<file path="src/rtl/spi_reg_pkg.sv">
// Shared types and helpers for the SPI register-access master.
package spi_reg_pkg;

  typedef enum logic [2:0] {
    ST_IDLE,
    ST_SETUP,
    ST_SHIFT,
    ST_HOLD,
    ST_GAP
  } state_e;

  localparam logic RW_READ  = 1'b1;
  localparam logic RW_WRITE = 1'b0;

  function automatic int frame_w(input int addr_w, input int data_w);
    return 1 + addr_w + data_w;
  endfunction

endpackage

</file>
<file path="src/rtl/spi_halfperiod_tick.sv">
// SCLK half-period timebase: tick marks the last clk cycle of each CLK_DIV window.
// restart makes the following cycle the first of a fresh window.
module spi_halfperiod_tick #(
  parameter int CLK_DIV = 4
) (
  input  logic clk,
  input  logic reset,
  input  logic restart,
  output logic tick
);

  localparam int CNT_W = (CLK_DIV > 1) ? $clog2(CLK_DIV) : 1;

  logic [CNT_W-1:0] cnt_q, cnt_d;

  assign tick = (cnt_q == CNT_W'(CLK_DIV - 1));

  always_comb begin
    cnt_d = cnt_q + 1'b1;
    if (restart || tick) cnt_d = '0;
  end

  always_ff @(posedge clk) begin
    if (reset) cnt_q <= '0;
    else       cnt_q <= cnt_d;
  end

endmodule

</file>
<file path="src/rtl/spi_reg_master.sv">
// SPI mode-0 register-access master: serialises {rw, addr, wdata} MSB-first and
// returns the last DATA_W bits sampled from sdi. All timing is clock-enable based.
module spi_reg_master
  import spi_reg_pkg::*;
#(
  parameter int  CLK_DIV = 4,
  parameter int  ADDR_W  = 7,
  parameter int  DATA_W  = 16,
  parameter int  N_CS    = 1,
  localparam int CS_W    = (N_CS > 1) ? $clog2(N_CS) : 1
) (
  input  logic              clk,
  input  logic              reset,
  input  logic              cmd_valid,
  output logic              cmd_ready,
  input  logic              cmd_rw,
  input  logic [ADDR_W-1:0] cmd_addr,
  input  logic [DATA_W-1:0] cmd_wdata,
  input  logic [CS_W-1:0]   cmd_cs,
  output logic              rsp_valid,
  output logic [DATA_W-1:0] rsp_rdata,
  output logic              rsp_err,
  output logic              busy,
  output logic              sclk,
  output logic              sdo,
  input  logic              sdi,
  output logic [N_CS-1:0]   csb
);

  localparam int FRAME_W = frame_w(ADDR_W, DATA_W);
  localparam int EDGE_W  = $clog2(2 * FRAME_W + 1);

  state_e              state_q, state_d;
  logic [FRAME_W-1:0]  tx_q, tx_d;
  logic [DATA_W-1:0]   rx_q, rx_d;
  logic [CS_W-1:0]     cs_q, cs_d;
  logic                err_q, err_d;
  logic [EDGE_W-1:0]   edge_q, edge_d;
  logic                sclk_q, sclk_d;
  logic [N_CS-1:0]     csb_q, csb_d;
  logic                rsp_valid_q, rsp_valid_d;
  logic [DATA_W-1:0]   rsp_rdata_q, rsp_rdata_d;
  logic                rsp_err_q, rsp_err_d;
  logic                tick;
  logic                restart;

  // Command handshake: a command transfers on a clk edge with cmd_valid && cmd_ready.
  // cmd_ready is high only in IDLE; cmd_* are sampled on that edge and nowhere else.
  assign cmd_ready = (state_q == ST_IDLE);
  assign busy      = ~cmd_ready;
  assign sclk      = sclk_q;
  assign sdo       = tx_q[FRAME_W-1];
  assign csb       = csb_q;
  assign rsp_valid = rsp_valid_q;
  assign rsp_rdata = rsp_rdata_q;
  assign rsp_err   = rsp_err_q;

  assign restart = (state_d != state_q);

  spi_halfperiod_tick #(
    .CLK_DIV (CLK_DIV)
  ) u_tick (
    .clk     (clk),
    .reset   (reset),
    .restart (restart),
    .tick    (tick)
  );

  always_comb begin
    state_d     = state_q;
    tx_d        = tx_q;
    rx_d        = rx_q;
    cs_d        = cs_q;
    err_d       = err_q;
    edge_d      = edge_q;
    sclk_d      = sclk_q;
    rsp_valid_d = 1'b0;
    rsp_rdata_d = rsp_rdata_q;
    rsp_err_d   = rsp_err_q;

    unique case (state_q)
      ST_IDLE: begin
        if (cmd_valid) begin
          tx_d    = {cmd_rw, cmd_addr, cmd_wdata};
          cs_d    = cmd_cs;
          err_d   = (int'(cmd_cs) >= N_CS);
          state_d = ST_SETUP;
        end
      end
      ST_SETUP: begin
        if (tick) begin
          edge_d  = '0;
          state_d = ST_SHIFT;
        end
      end
      ST_SHIFT: begin
        // sclk low means this tick is a rising edge: sample; otherwise falling: advance sdo.
        if (tick) begin
          sclk_d = ~sclk_q;
          edge_d = edge_q + 1'b1;
          if (!sclk_q) begin
            rx_d = {rx_q[DATA_W-2:0], sdi};
          end else begin
            tx_d = {tx_q[FRAME_W-2:0], 1'b0};
            if (edge_q == EDGE_W'(2 * FRAME_W - 1)) state_d = ST_HOLD;
          end
        end
      end
      ST_HOLD: begin
        if (tick) begin
          rsp_valid_d = 1'b1;
          rsp_rdata_d = rx_q;
          rsp_err_d   = err_q;
          state_d     = ST_GAP;
        end
      end
      ST_GAP: begin
        if (tick) state_d = ST_IDLE;
      end
      default: state_d = ST_IDLE;
    endcase

    // Out-of-range indices never match, so an erroneous command leaves every csb high.
    csb_d = '1;
    if (state_d == ST_SETUP || state_d == ST_SHIFT || state_d == ST_HOLD) begin
      for (int i = 0; i < N_CS; i++) begin
        if (int'(cs_d) == i) csb_d[i] = 1'b0;
      end
    end
  end

  always_ff @(posedge clk) begin
    if (reset) begin
      state_q     <= ST_IDLE;
      tx_q        <= '0;
      rx_q        <= '0;
      cs_q        <= '0;
      err_q       <= 1'b0;
      edge_q      <= '0;
      sclk_q      <= 1'b0;
      csb_q       <= '1;
      rsp_valid_q <= 1'b0;
      rsp_rdata_q <= '0;
      rsp_err_q   <= 1'b0;
    end else begin
      state_q     <= state_d;
      tx_q        <= tx_d;
      rx_q        <= rx_d;
      cs_q        <= cs_d;
      err_q       <= err_d;
      edge_q      <= edge_d;
      sclk_q      <= sclk_d;
      csb_q       <= csb_d;
      rsp_valid_q <= rsp_valid_d;
      rsp_rdata_q <= rsp_rdata_d;
      rsp_err_q   <= rsp_err_d;
    end
  end

endmodule

</file>
<file path="config.mk">
export PLATFORM = sky130hd
export DESIGN_NAME = spi_reg_master
export DESIGN_NICKNAME = d
export VERILOG_FILES = /design/src/rtl/spi_reg_pkg.sv /design/src/rtl/spi_halfperiod_tick.sv /design/src/rtl/spi_reg_master.sv
export SDC_FILE = /design/constraint.sdc
export NUM_CORES = 1
export LEC_CHECK = 0
export ABC_CLOCK_PERIOD_IN_PS = 5200
export CAP_MARGIN = 15
export CORE_MARGIN = 8
export CORE_UTILIZATION = 45
export CTS_BUF_LIST = sky130_fd_sc_hd__clkbuf_4 sky130_fd_sc_hd__clkbuf_8
export DETAILED_ROUTE_END_ITERATION = 7
export PLACE_DENSITY = 0.69
export SYNTH_ARGS = -nofsm -noshare
export SYNTH_HDL_FRONTEND = slang
export SYNTH_SLANG_ARGS = --single-unit
export TNS_END_PERCENT = 30
</file>
<file path="constraint.sdc">
create_clock -name clk -period 5.2 [get_ports clk]
set_clock_uncertainty 0.2 [all_clocks]
set_input_delay 0.78 -clock clk [delete_from_list [all_inputs] [get_ports clk]]
set_output_delay 0.78 -clock clk [all_outputs]
set_load 0.02 [all_outputs]
</file>
# Word level (Yosys, flattened, before mapping)
# Cells that the tools add are included.
[classes]
add_sub_neg = 2
order_cmp = 1
eq_ne = 14
mux = 19
n_bitwise = 4
reduce_logical = 15
[ops]
columns = ["operator", "n"]
rows = [
  ["24-bit 2-to-1 mux", 3],
  ["24-bit one-hot mux with 2 select lines", 1],
  ["3-bit 2-to-1 mux", 7],
  ["3-bit one-hot mux with 5 select lines", 1],
  ["3-bit by 2-bit equality test with 1-bit output, second input constant", 4],
  ["6-bit 2-to-1 mux", 2],
  ["6-bit one-hot mux with 2 select lines", 1],
  ["6-bit by 1-bit adder with 6-bit output, second input constant", 1],
  ["3-bit by 1-bit equality test with 1-bit output, second input constant", 2],
  ["6-bit equality test, second input constant", 1],
  ["2-bit AND reduction", 3],
  ["3-bit AND reduction", 2],
  ["2-bit OR reduction", 3],
  ["1-bit 2-to-1 mux", 4],
  ["2-bit by 1-bit inequality test with 1-bit output, second input constant", 2],
  ["2-bit inequality test, second input constant", 2],
  ["1-bit inverter", 4],
  ["4-bit AND reduction", 1],
  ["2-bit nonzero test", 2],
  ["3-bit equality test, second input constant", 1],
  ["3-bit zero test", 1],
  ["1-bit logical OR", 3],
  ["3-bit inequality test", 1],
  ["2-bit by 1-bit adder with 2-bit output, second input constant", 1],
  ["other kinds (2)", 2],
]
[totals]
regBits = 73
in_bits = 29
out_inout_bits = 23
elab_cells = 67

# Logic depth before layout (Yosys ltp)
[depth]
word_depth = 10
depth_mapped = 6
ltp_nobuf = 4

# By module
# From an unflattened synthesis, not the netlist that was laid out.
[unflattened]
hier_cells = 377
hier_area_um2 = 3331.9
[modules_own_cells]
columns = ["module", "instances", "cells_per_inst", "area_per_inst_um2", "seq_area_each_um2"]
rows = [
  ["spi_reg_master", 1, 372, 3251.9, 1421.4],
  ["spi_halfperiod_tick", 1, 5, 80.1, 40.0],
]

# Worst setup path before layout
# OpenSTA, ideal clock, no wires.
[synth_path]
path_kind = "reg2out"
from = "register state_q[0]"
to = "output port busy"
arrival_time_ns = 1.379
required_time_ns = 4.220
slack_ns = 2.841
path_stages_with_launch = 5
path_buffers = 1
path_cell_list = "dfxtp_1 buf_2 or2_2 nor2_1 inv_1"
[synth_between]
elab_chain_len = 2
[synth_lines]
columns = ["element", "line", "text"]
rows = [
  ["start, declared", "spi_reg_master.sv:33", "state_e state_q, state_d;"],
  ["start signal, assigned", "spi_reg_master.sv:146", "state_q <= state_d;"],
  ["3-bit zero test", "spi_reg_master.sv:49", "assign cmd_ready = (state_q == ST_IDLE);"],
  ["named net cmd_ready", "spi_reg_master.sv:15", "output logic cmd_ready,"],
  ["1-bit inverter", "spi_reg_master.sv:50", "assign busy = ~cmd_ready;"],
  ["end, declared", "spi_reg_master.sv:23", "output logic busy,"],
]
# The timed path passes the listed nets, and every way through them passes these cells.

# Final worst setup path
[layout_path]
from = "register state_q[0]"
to = "output port cmd_ready"
[layout_between]
elab_chain_len = 1
[layout_lines]
columns = ["element", "line"]
rows = [
  ["3-bit zero test", "spi_reg_master.sv:49"],
  ["end, declared", "spi_reg_master.sv:15"],
]
# No other way between the ends.

==> results_dict.tcl <==
set metrics [dict create \
    syn_avg_cell_area_um2 8.815 \
    synthArstFlopShare 0 \
    via_per_inst 5.339 \
    cp_cell_sequence "or2_2 > nor2_1 > clkdlybuf4s50_1" \
    rr_startpoint "state_q[1]" \
    syn_inst 375 \
    busiest_layer "met2" \
    hp-start "u_tick.cnt_q[0]" \
    wl_per_cell_um 14.26 \
    synth_top_cell_by_area "dfxtp_1" \
    cts_tree "done" \
    final_cell_mix "73 x dfxtp_1, 50 x clkdlybuf4s50_1, 46 x a211oi_1" \
    cts.sinks 73 \
    clk_pin_slew_ns 0.07 \
    arrival_ns 2.05 \
    syn_area_mm2 0.003306 \
    fp.dieH_um 101.7 \
    grtUsageMet3 0.04674 \
    r2r_cells 4 \
    syn_to_final_growth_pct 21.12 \
    crit_path_top_delay_cell "clkdlybuf4s50_1" \
    worstPathMaxFanout 16 \
    antenna_left 0 \
    grt_max_degree 72 \
    final_cells 510 \
    ys.flop_type "dfxtp_1" \
    r2r_end "tx_q[11]" \
    post_cts_buffers 0 \
    rows 31 \
    yosys.cell_types.count 43 \
    drc 0 \
    worstHoldEndpoint "u_tick.cnt_q[0]" \
    mostFrequentLayoutCell "dfxtp_1" \
    grt_pass1_wl_um 12160 \
    cp-start-kind "register" \
    htreeDepth 3 \
    worstSetupPathType "register to primary output" \
    status "completed" \
    ys_ff_latch 73 \
    finalPower_w 0.001141 \
    initial_utilization 0.4607 \
    placedCellCount 494 \
    grt_use_total 0.1474 \
    synth_top_area_frac 0.4421 \
    syn_nets 406 \
    diodes 0 \
    drv_cap 0 \
    clock_latency_ns 0.36 \
    antenna_found_initial 0 \
    power.leakage_nw 1.324 \
    rrSetupSlack_ns 2.19 \
    synth_edf_count 0 \
    grt_setup_unrepaired "false" \
    cts_inserted_buffers 9 \
    crit_path_end_kind "primary output" \
    core_mm2 0.007176 \
    use_met1 0.1830 \
    slew_headroom 0.3630 \
    gr-total-overflow 0 \
    drv_slew 0 \
    period_minus_slack_ns 3.026 \
    critPathRequiredTime_ns 4.22 \
    tns_ns 0 \
    hold-path-cell-count 1 \
    cts_hold_buf 0 \
    port_buffers 51 \
    vias 2723 \
    fin_nets 437 \
    clockBufferDepth 2 \
    drtIter0Drc 95 \
    cts.repair.resized 0 \
    routabilityCongestion 0.7383 \
    synth_warnings 0 \
    dp.final_hpwl_um 4555 \
    finalSetupViolCount 0 \
    hold_viol_final 0 \
    worst_pin_slew_ns 0.9556 \
    clockRootBuffer "clkbuf_8" \
    use_met2 0.2279 \
    drive_above_1_share 0.1192 \
    ios 52 \
    die_width_um 101.7 \
    worst_hold_path_type "register to register" \
    grt_pass1_vias 2615 \
    period_share 0.5820 \
    max_freq_mhz 330.4 \
    dieArea_mm2 0.01034 \
    yosys-top-cells-area "dfxtp_1 44%, a211oi_1 10%, mux2_2 7.8%" \
    irDropWorstVdd_mv 0.1173 \
    fillers 675 \
    drt_pass1_iterations 4 \
    critPathMaxStageDelay_ns 0.64 \
    ys_seq_area_frac 0.4421 \
    routed_wl_um 7271 \
    powerDensity_mw_per_mm2 285.0 \
]
[where the power goes]
part | internal [W] | switching [W] | total [W]
Sequential | 0.000579 | 0.0000124 | 0.000592
Combinational | 0.0000545 | 0.0000536 | 0.000108
Clock | 0.000221 | 0.000220 | 0.000441
Total | 0.000855 | 0.000286 | 0.00114
[state kept, by name, summed over array words and instances, names as in the netlist, 2 cells and up]
register,flops
u_tick.cnt_q,2
state_q,3
rsp_rdata,16
rx_q,16
edge_q,6
tx_q,24
[worst max-delay path, delay by kind of cell, from the launching register on]
family / cells / cell delay [ns]
buf+inv: 1 / 0.64
flops: 1 / 0.48
simple gates: 2 / 0.57
[synthesized netlist by cell type, types with 3 or more instances]
cell type / instances
dfxtp_1: 73
a211oi_1: 46
a21oi_1: 42
nand2_1: 39
inv_1: 25
mux2_2: 23
nand3_1: 19
o21ai_0: 18
clkbuf_1: 17
buf_2: 15
nor2_1: 5
nand2b_1: 4
or4_1: 4
mux2i_1: 3
o31ai_1: 3
[per-layer routing]
layer	vias up	part of all wire
met3	9	0.045
met4	0	0.014
met5	-	0
met2	52	0.45
met1	1264	0.49
li1	1398	-
[final cells by class]
type	instances	area, µm²	share of cell area
Inverter	26	97.59	0.02437
Tap cell	99	123.9	0.03094
Timing Repair Buffer	54	528.0	0.1319
Sequential cell	73	1461	0.3650
Multi-Input combinational cell	242	1599	0.3994
Clock inverter	7	70.07	0.01750
Clock buffer	9	123.9	0.03094
[stage by stage]
stage / worst slack [ns] / area (µm²) / hold slack, ns / utilization
finish: 2.174 / 4004 / 0.2347 / 0.5580
global route: 1.984 / 4004 / 0.2611 / 0.5580
CTS: 2.154 / 4004 / 0.2377 / 0.5580
detailed placement: 2.038 / 3810 / 0.2272 / 0.5310
global placement: 2.018 / 3810 / 0.2155 / 0.5310
floorplan: 2.841 / 3306 / 0.2052 / -
[worst max path at each step]
| stage | startpoint | endpoint | slack (ns) | cells past startpoint |
|---|---|---|---|---|
| finish | state_q[0] | cmd_ready | 2.17 | 3 |
| global route | state_q[1] | tx_q[11] | 1.98 | 4 |
| CTS | state_q[0] | cmd_ready | 2.15 | 3 |
| detailed placement | cmd_valid | tx_q[11] | 2.04 | 4 |
| global placement | cmd_valid | tx_q[20] | 2.02 | 4 |
| floorplan | state_q[0] | busy | 2.84 | 4 |
[kinds of logic after synthesis]
logic type	count (synthesis)	synth area share
compound gates	116	0.2188
simple gates	96	0.1628
flops	73	0.4421
buf+inv	60	0.07608
mux	26	0.08743
xor+xnor	2	0.005300
fa+ha+maj	2	0.007569
Power figures use the tool's default switching activity.
